File: src/rtl/hpdmc_wrseq_ddr16.sv
// Write-burst sequencer for the 16-bit DDR data pads: waits the write latency,
// then drives preamble, data and postamble into the DQ/DM/DQS output registers.
module hpdmc_wrseq_ddr16 #(
    parameter int WL          = 2,
    parameter int BURST_BEATS = 4
) (
    input  logic        sys_clk,
    input  logic        sys_rst_n,
    input  logic        write,
    output logic        ready,
    output logic        done,
    output logic        err,
    output logic        wdata_req,
    input  logic [31:0] wdata,
    input  logic [3:0]  wmask,
    output logic [15:0] dq_d0,
    output logic [15:0] dq_d1,
    output logic [1:0]  dm_d0,
    output logic [1:0]  dm_d1,
    output logic        dqs_d0,
    output logic        dqs_d1,
    output logic        dq_oe,
    output logic        dqs_oe
);

    localparam int BW = $clog2(BURST_BEATS + 1);
    localparam bit HAS_WAIT = (WL > 1);
    localparam logic [3:0]    WAIT_INIT = 4'((WL > 1) ? (WL - 2) : 0);
    localparam logic [BW-1:0] BEAT_INIT = BW'(BURST_BEATS - 1);

    typedef enum logic [2:0] {
        S_IDLE,
        S_WAIT,
        S_PRE,
        S_DATA,
        S_POST
    } state_t;

    state_t        state, state_nxt;
    logic [3:0]    wait_cnt, wait_nxt;
    logic [BW-1:0] beat_cnt, beat_nxt;
    logic          accept;

    // Counters hold the number of cycles still to go after the current one.
    always_comb begin
        accept    = write & ready;
        state_nxt = state;
        wait_nxt  = wait_cnt;
        beat_nxt  = beat_cnt;
        case (state)
            S_IDLE, S_POST: begin
                state_nxt = S_IDLE;
                if (accept) begin
                    if (HAS_WAIT) begin
                        state_nxt = S_WAIT;
                        wait_nxt  = WAIT_INIT;
                    end else begin
                        state_nxt = S_PRE;
                    end
                end
            end
            S_WAIT: begin
                if (wait_cnt == 4'd0) begin
                    state_nxt = S_PRE;
                end else begin
                    wait_nxt = wait_cnt - 4'd1;
                end
            end
            S_PRE: begin
                state_nxt = S_DATA;
                beat_nxt  = BEAT_INIT;
            end
            S_DATA: begin
                if (beat_cnt == '0) begin
                    state_nxt = S_POST;
                end else begin
                    beat_nxt = beat_cnt - 1'b1;
                end
            end
            default: state_nxt = S_IDLE;
        endcase
    end

    // Outputs are decoded from the next state so they line up with it.
    always_ff @(posedge sys_clk) begin
        if (!sys_rst_n) begin
            state     <= S_IDLE;
            wait_cnt  <= 4'd0;
            beat_cnt  <= '0;
            ready     <= 1'b1;
            done      <= 1'b0;
            err       <= 1'b0;
            wdata_req <= 1'b0;
            dq_d0     <= 16'h0000;
            dq_d1     <= 16'h0000;
            dm_d0     <= 2'b11;
            dm_d1     <= 2'b11;
            dqs_d0    <= 1'b0;
            dqs_d1    <= 1'b0;
            dq_oe     <= 1'b0;
            dqs_oe    <= 1'b0;
        end else begin
            state     <= state_nxt;
            wait_cnt  <= wait_nxt;
            beat_cnt  <= beat_nxt;
            ready     <= (state_nxt == S_IDLE) || (state_nxt == S_POST);
            done      <= (state_nxt == S_POST);
            err       <= err | (write & ~ready);
            wdata_req <= (state_nxt == S_PRE) ||
                         ((state_nxt == S_DATA) && (beat_nxt != '0));
            dqs_d0    <= (state_nxt == S_DATA);
            dqs_d1    <= 1'b0;
            dq_oe     <= (state_nxt == S_DATA);
            dqs_oe    <= (state_nxt == S_PRE) || (state_nxt == S_DATA) ||
                         (state_nxt == S_POST);
            if (state_nxt == S_DATA) begin
                dq_d0 <= wdata[31:16];
                dq_d1 <= wdata[15:0];
                dm_d0 <= wmask[3:2];
                dm_d1 <= wmask[1:0];
            end else begin
                dq_d0 <= 16'h0000;
                dq_d1 <= 16'h0000;
                dm_d0 <= 2'b11;
                dm_d1 <= 2'b11;
            end
        end
    end

endmodule

File: config.mk
export PLATFORM = sky130hd
export DESIGN_NAME = hpdmc_wrseq_ddr16
export DESIGN_NICKNAME = d
export VERILOG_FILES = /design/src/rtl/hpdmc_wrseq_ddr16.sv
export SDC_FILE = /design/constraint.sdc
export NUM_CORES = 1
export LEC_CHECK = 0
export ABC_CLOCK_PERIOD_IN_PS = 2300
export CAP_MARGIN = 40
export CORE_ASPECT_RATIO = 1.25
export CORE_MARGIN = 5
export CORE_UTILIZATION = 25
export CTS_CLUSTER_SIZE = 40
export DETAILED_ROUTE_END_ITERATION = 7
export PLACE_DENSITY = 0.59
export SYNTH_ARGS = -nofsm -noshare
export SYNTH_HDL_FRONTEND = slang
export SYNTH_SLANG_ARGS = --single-unit
File: constraint.sdc
create_clock -name sys_clk -period 2.3 [get_ports sys_clk]
set_clock_uncertainty 0.2 [all_clocks]
set_input_delay 0.46 -clock sys_clk [delete_from_list [all_inputs] [get_ports sys_clk]]
set_output_delay 0.46 -clock sys_clk [all_outputs]
set_load 0.1 [all_outputs]
==> results of run 1 <==
==> path summary, 6_finish.rpt <==
| kind | from | end |
|---|---|---|
| setup / recovery | beat_cnt[0]$_SDFF_PN0_ | dq_d1[0]$_SDFF_PN0_ |
| hold / removal | err$_SDFF_PN0_ | err$_SDFF_PN0_ |
| setup reg to reg | beat_cnt[0]$_SDFF_PN0_ | dq_d1[0]$_SDFF_PN0_ |
| hold reg to reg | err$_SDFF_PN0_ | err$_SDFF_PN0_ |
==> Yosys cell counts <==
cell	count	share of area (%)
dfxtp_1	52	60
and3_1	32	12
inv_1	8	1.7
clkbuf_1	7	1.5
nand2b_1	7	2.5
o21ai_0	4	1.2
ha_1	3	2.2
mux2i_1	3	1.7
nand2_1	3	0.65
nor2_1	3	0.65
nor2b_1	3	1.1
or3_1	3	1.1
a21boi_0	2	0.87
a21oi_1	2	0.58
and2_1	2	0.72
and4b_1	2	1.2
buf_4	2	0.87
o21a_1	2	0.87
or3b_2	2	1.0
a21o_1	1	0.43
a21oi_4	1	0.94
a22oi_1	1	0.43
a41oi_1	1	0.51
and3b_1	1	0.51
and4bb_2	1	0.72
conb_1	1	0.22
nand3_1	1	0.29
nor2_4	1	0.65
nor3b_4	1	1.1
o22ai_1	1	0.36
o31ai_1	1	0.43
or3b_4	1	0.65
xnor2_1	1	0.51
==> metal layers <==
layer	global-route usage (%)	up-vias	wire length, um	share of wire, %
li1	-	693	-	-
met1	11.52	612	1801	45
met2	13.55	55	1855	46
met3	3.677	4	329	8.2
met4	2.436	0	31	0.77
met5	0	-	0	0
==> state kept, by name, indices dropped and copies added, names as in the netlist, 2 cells and up <==
signal / flops
beat_cnt: 3
dm_d0: 2
dm_d1: 2
dq_d0: 16
dq_d1: 16
state: 3
wait_cnt: 4
==> kinds of logic after synthesis <==
| group | share of synthesized area [%] |
|---|---|
| other | 0.2170 |
| adders and majority gates | 2.173 |
| xor gates and xnor gates | 0.5070 |
| muxes | 1.738 |
| DFF | 60.25 |
| and+or+nand+nor | 24.40 |
| AOI/OAI and AO/OA | 6.590 |
| buffers and inverters | 4.128 |
==> power by group through the flow <==
stage / combinational [mW] / sequential, mW / clock, mW
4_1_cts: 1.73 / 1.17 / 0.666
5_1_grt: 1.83 / 1.19 / 0.705
3_5_place_dp: 1.73 / 1.18 / 0
2_1_floorplan: 0.603 / 1.93 / 0
6_report: 1.72 / 1.16 / 0.648
3_3_place_gp: 1.72 / 1.18 / 0
==> through the flow <==
stage	utilization [%]	cell area, sq um	total power [mW]	cells
floorplan	-	1728	2.533	156
global placement	36.87	2525	2.907	321
detailed placement	36.87	2525	2.915	321
CTS	38.64	2646	3.564	329
global route	38.64	2646	3.726	329
finish	38.64	2646	3.525	329
==> area by class of cell <==
| class | instances | area, sq um |
|---|---|---|
| clock buffer | 6 | 82.58 |
| clock inverter | 2 | 38.79 |
| multi-input combinational | 87 | 615.6 |
| sequential | 52 | 1041 |
| tap | 90 | 112.6 |
| timing repair buffer | 84 | 725.7 |
| inverter | 8 | 30.03 |
| fill | 673 | 4203 |
==> impl_results.md, run 1 <==
* Fmax at 538.1 MHz
* Final TNS setup at 0 ns
* Sequential area share after synthesis at 60.25%
* Mean post-synth cell area at 11.08 sq um
* Worst setup EP type: flip-flop
* Crit path largest cell delay at 0.34 ns
* Hold WC Path Type: reg2reg
* Pins Over Slew Limit at 0
* Static leakage at 1.257 nW
* Clk sink count at 52
* GPL Wtd Cong at 0.7544
* Floorplan die width at 84.36 um
* Routed WL per cell at 12.21 um
* Die ar. at 8685 sq um
* Flop pwr share at 32.9%
* Critical Path RT at 2.35 ns
* Switching Share at 45.45%
* Vias in the first global route at 1244
* H-tree levels at 2
* Crit path depth at 6
* Critical path type: reg2reg
* Worst r2r path cells at 6
* WP buf/inv at 2
* Internal at 1.923 mW
* Post-CTS Hold Buffers at 0
* Starting Density at 25.23%
* Worst-Skew Late Latency at 0.30 ns
* CP max-delay cell: dfxtp_1
* Unrepaired setup endpoints after global routing: no
* Area Overhead vs Synth at 53.15%
* Routed Antenna Nets at 0
* Congestion Overflow GR at 0
* Reg2Reg Setup Slack at 0.44 ns
* Worst-path clk slew at 0.09 ns
* Rows at 34
* Placement Setup Slack at 0.2563 ns
* CP arrival at 1.91 ns
* Diodes inserted at 0
* Proportion of layout cells with a drive suffix above 1 at 25.52%
* Root Buffer Master: clkbuf_8
* Top Family by Delay on Critical Path: simple AND/OR/NAND/NOR gates
* Post-synth cell types at 33
* Via count at 1364
* Most frequent cells in the layout: dfxtp_1 (52), buf_4 (46), clkdlybuf4s50_1 (38), and3_1 (32), inv_1 (8)
* Postcts setup bufs at 0
* Die Y at 103.0 um
* PD cells at 1332 nW/um^2
* Cts repair resizes at 0
* Psw at 1.602 mW
* Fin nets at 280
* Detailed Route Iter0 Violations at 50
* Post-layout min period at 1.858 ns
* I/O pin cnt at 83
* Part of the cycle the worst path needs at 80.80%
* Commonest non-fill, non-tap cell in the layout: dfxtp_1
* Largest net degree at the start of global routing at 29
* CTS tree: done
* CTS Buf Count at 5
* Critical path, cell by cell: inv_1 > ha_1 > and3b_1 > nor2_4 > buf_4 > and3_1
* Worst-path maximum fanout at 23
* Via density per instance at 4.146
* Synth Net Count at 198
* Final setup violation count at 0
* Initial antenna violation count at 0
* Hold WS at 0.2780 ns
* Core footprint at 6849 sq um
* PnR worst setup slack at 0.4415 ns
* Hold Vio Cnt, Final at 0
* Post-DP HPWL at 3061 um
* GR Util All Layers at 8.834%
* FF+latch count, synth at 52
* Cells after synthesis at 156
* IO Port Bufs at 81
* Clock share of power at 18.4%
* Routed wire length at 4017 um
* CP startpoint kind: flip-flop
* Synthesized cell area at 1728 sq um
* Status: finished clean
* Clock Path Buffers at 2
* Max-Cap Viols at 0
* DRC viols at 0
* First-pass GRT wire length at 6196 um
* Peak supply drop at 0.0004436 V
* Share of power burned in combinational logic at 48.7%
* Ys Warns at 0
* DR pass1 iterations at 4
* Worst Hold Depth at 1
Note: power is estimated with default switching activity, not from simulation.
==> run 2: changes to the inputs <==
--- a/config.mk
+++ b/config.mk
@@ -5,7 +5,7 @@
 export SDC_FILE = /design/constraint.sdc
 export NUM_CORES = 1
 export LEC_CHECK = 0
-export ABC_CLOCK_PERIOD_IN_PS = 2300
+export ABC_CLOCK_PERIOD_IN_PS = 1900
 export CAP_MARGIN = 40
 export CORE_ASPECT_RATIO = 1.25
 export CORE_MARGIN = 5
==> constraint.sdc (replaced) <==
create_clock -name sys_clk -period 1.9 [get_ports sys_clk]
set_clock_uncertainty 0.2 [all_clocks]
set_input_delay 0.38 -clock sys_clk [delete_from_list [all_inputs] [get_ports sys_clk]]
set_output_delay 0.38 -clock sys_clk [all_outputs]
set_load 0.1 [all_outputs]
==> impl_results.md, run 2 (same netlist as run 1, synthesis figures left out) <==
* Status: finished clean
* Hold WC Path Type: reg2reg
* Post-DP HPWL at 3486 um (+14%)
* Congestion Overflow GR at 0 (unchanged)
* Diodes inserted at 0 (unchanged)
* Static leakage at 1.419 nW (+13%)
* Clock Path Buffers at 2 (unchanged)
* Floorplan die width at 84.36 um (unchanged)
* Crit path largest cell delay at 0.40 ns (+0.06 ns)
* Vias in the first global route at 1353 (+8.8%)
* Commonest non-fill, non-tap cell in the layout: dfxtp_1
* DRC viols at 0 (unchanged)
* PnR worst setup slack at 0.07020 ns (-0.3713 ns)
* Reg-to-Reg End: wait_cnt[1]$_SDFFE_PN0P_
* Dpl cells at 326 (+1.6%)
* Worst r2r path cells at 7 (+1)
* Flop pwr share at 31.2% (-1.7 points)
* Most frequent cells in the layout: dfxtp_1 (48), buf_12 (43), clkdlybuf4s50_1 (38), and3_1 (32), buf_4 (8)
* Clock share of power at 15.5% (-2.9 points)
* Placement Setup Slack at -0.06440 ns (-0.3207 ns)
* Worst Hold Depth at 2 (+1)
* GPL Wtd Cong at 0.7378 (-2.2%)
* I/O pin cnt at 83 (unchanged)
* Worst setup EP type: flip-flop
* PD cells at 1478 nW/um^2 (+11%)
* Reg-to-Reg Start: wait_cnt[0]$_SDFFE_PN0P_
* Proportion of layout cells with a drive suffix above 1 at 30.61% (+5.1 points)
* Max-Cap Viols at 0 (unchanged)
* Top Registers: dq_d0 (16), dq_d1 (16), wait_cnt (4)
* Starting Density at 25.23% (unchanged)
* Final setup violation count at 0 (unchanged)
* Critical path type: reg2reg
* Clk sink count at 52 (unchanged)
* IO Port Bufs at 81 (unchanged)
* First-pass GRT wire length at 6720 um (+8.5%)
* Share of power burned in combinational logic at 53.3% (+4.6 points)
* Post-CTS Hold Buffers at 0 (unchanged)
* Psw at 2.071 mW (+29%)
* Worst-path clk slew at 0.09 ns (about the same)
* Via density per instance at 4.185 (+0.94%)
* Post-layout min period at 1.830 ns (-0.02865 ns)
* Area Overhead vs Synth at 87.62%
* Fill cells at 636 (-5.5%)
* Fin nets at 286 (+2.1%)
* Final core occ at 47.33% (+8.7 points)
* Critical path, cell by cell: inv_1 > ha_2 > or3b_4 > a21oi_4 > buf_6 > mux2i_1 > nor2b_1
* CP startpoint kind: flip-flop
* CTS Buf Count at 5 (unchanged)
* Fmax at 546.5 MHz (+1.6%)
* Area of the multi-input gates at 633.1 sq um (+2.8%)
* Switching Share at 43.23% (-2.2 points)
* Final Instance Area at 3242 sq um (+23%)
* Seq. cell area at 1046 sq um (+0.48%)
* CP max-delay cell: or3b_4
* Detailed Route Iter0 Violations at 25 (-50%)
* GR Util All Layers at 9.847% (+1.0 points)
* Hold path start: wait_cnt[0]$_SDFFE_PN0P_
* H-tree levels at 2 (unchanged)
* Reg2Reg Setup Slack at 0.07 ns (-0.37 ns)
* Routed WL per cell at 13.27 um (+8.6%)
* Routed Antenna Nets at 0 (unchanged)
* Die ar. at 8685 sq um (unchanged)
* DR pass1 iterations at 4 (unchanged)
* Largest net degree at the start of global routing at 17 (-41%)
* Worst Hold End: wait_cnt[0]$_SDFFE_PN0P_
* Placed cell area at 3103 sq um (+23%)
* Root Buffer Master: clkbuf_8
* Routed wire length at 4444 um (+11%)
* Die Y at 103.0 um (unchanged)
* Non-Filler Instances at 335 (+1.8%)
* Critical Path RT at 1.90 ns (-0.45 ns)
* Pins Over Slew Limit at 0 (unchanged)
* Initial antenna violation count at 0 (unchanged)
* Core footprint at 6849 sq um (unchanged)
* Rows at 34 (unchanged)
* Peak supply drop at 0.0007212 V (+63%)
* CP arrival at 1.83 ns (-0.08 ns)
* CTS tree: done
* Hold WS at 0.2772 ns (-0.0008410 ns)
* Via count at 1402 (+2.8%)
* Part of the cycle the worst path needs at 96.31% (+16 points)
* Worst Setup SP: wait_cnt[0]$_SDFFE_PN0P_
* Worst-Skew Late Latency at 0.30 ns (about the same)
* Worst-path maximum fanout at 5 (-78%)
* Internal at 2.719 mW (+41%)
* Hold Vio Cnt, Final at 0 (unchanged)
[run 2: changes by cell type in the layout (fill, tap and decap cells not counted), sizes merged]
cell	before	now
buf	46	52
[run 2: power groups by stage]
stage	Combinational (mW)	Sequential (mW)	Clock, mW
after floorplan	0.730	2.34	0
after global placement	2.47	1.51	0
after detailed placement	2.50	1.52	0
after CTS	2.50	1.49	0.771
after global routing	2.68	1.52	0.813
final	2.55	1.50	0.743
[run 2: cell type report]
class	count	share of cell area [%]
multi-input combinational	87	19.53
clock inverter	2	1.081
clock buffer	6	2.239
tap	90	3.474
sequential	52	32.27
timing repair buffer	90	40.49
inverter	8	0.9263
[run 2: critical path, delay by kind of cell (launching register included)]
family / cells / cell delay (ns)
AO/OA/AOI/OAI: 1 / 0.21
adder cells (fa/ha/maj): 1 / 0.17
buffers and inverters: 2 / 0.20
flip-flops: 1 / 0.34
multiplexers: 1 / 0.17
AND/OR/NAND/NOR: 2 / 0.46
[run 2: metrics by stage]
| stage | TNS (ns) | power [mW] |
|---|---|---|
| 6_report | 0 | 4.790 |
| 2_1_floorplan | 0 | 3.070 |
| 3_5_place_dp | -0.07594 | 4.014 |
| 5_1_grt | -0.002885 | 5.021 |
| 3_3_place_gp | -0.01717 | 3.978 |
| 4_1_cts | 0 | 4.761 |
[run 2: per-layer routing]
layer | wire (um) | track usage [%] | vias up
met1 | 1829 | 11.77 | 644
li1 | - | - | 701
met4 | 58 | 3.289 | 0
met3 | 288 | 2.958 | 5
met5 | 0 | 0 | -
met2 | 2267 | 17.01 | 52
[run 2: worst max path at each step]
stage                                    end  slack (ns)
finish              wait_cnt[1]$_SDFFE_PN0P_        0.07
global route        wait_cnt[1]$_SDFFE_PN0P_      -0.003
CTS                 wait_cnt[1]$_SDFFE_PN0P_        0.05
detailed placement  wait_cnt[3]$_SDFFE_PN0P_       -0.06
global placement    wait_cnt[3]$_SDFFE_PN0P_       -0.02
floorplan           wait_cnt[3]$_SDFFE_PN0P_        0.12
[run 2: what timing repair did]
item                       in CTS  in global routing
resized for setup               0                 10
setup endpoints to repair       0                  6
setup buffers                   0                  1
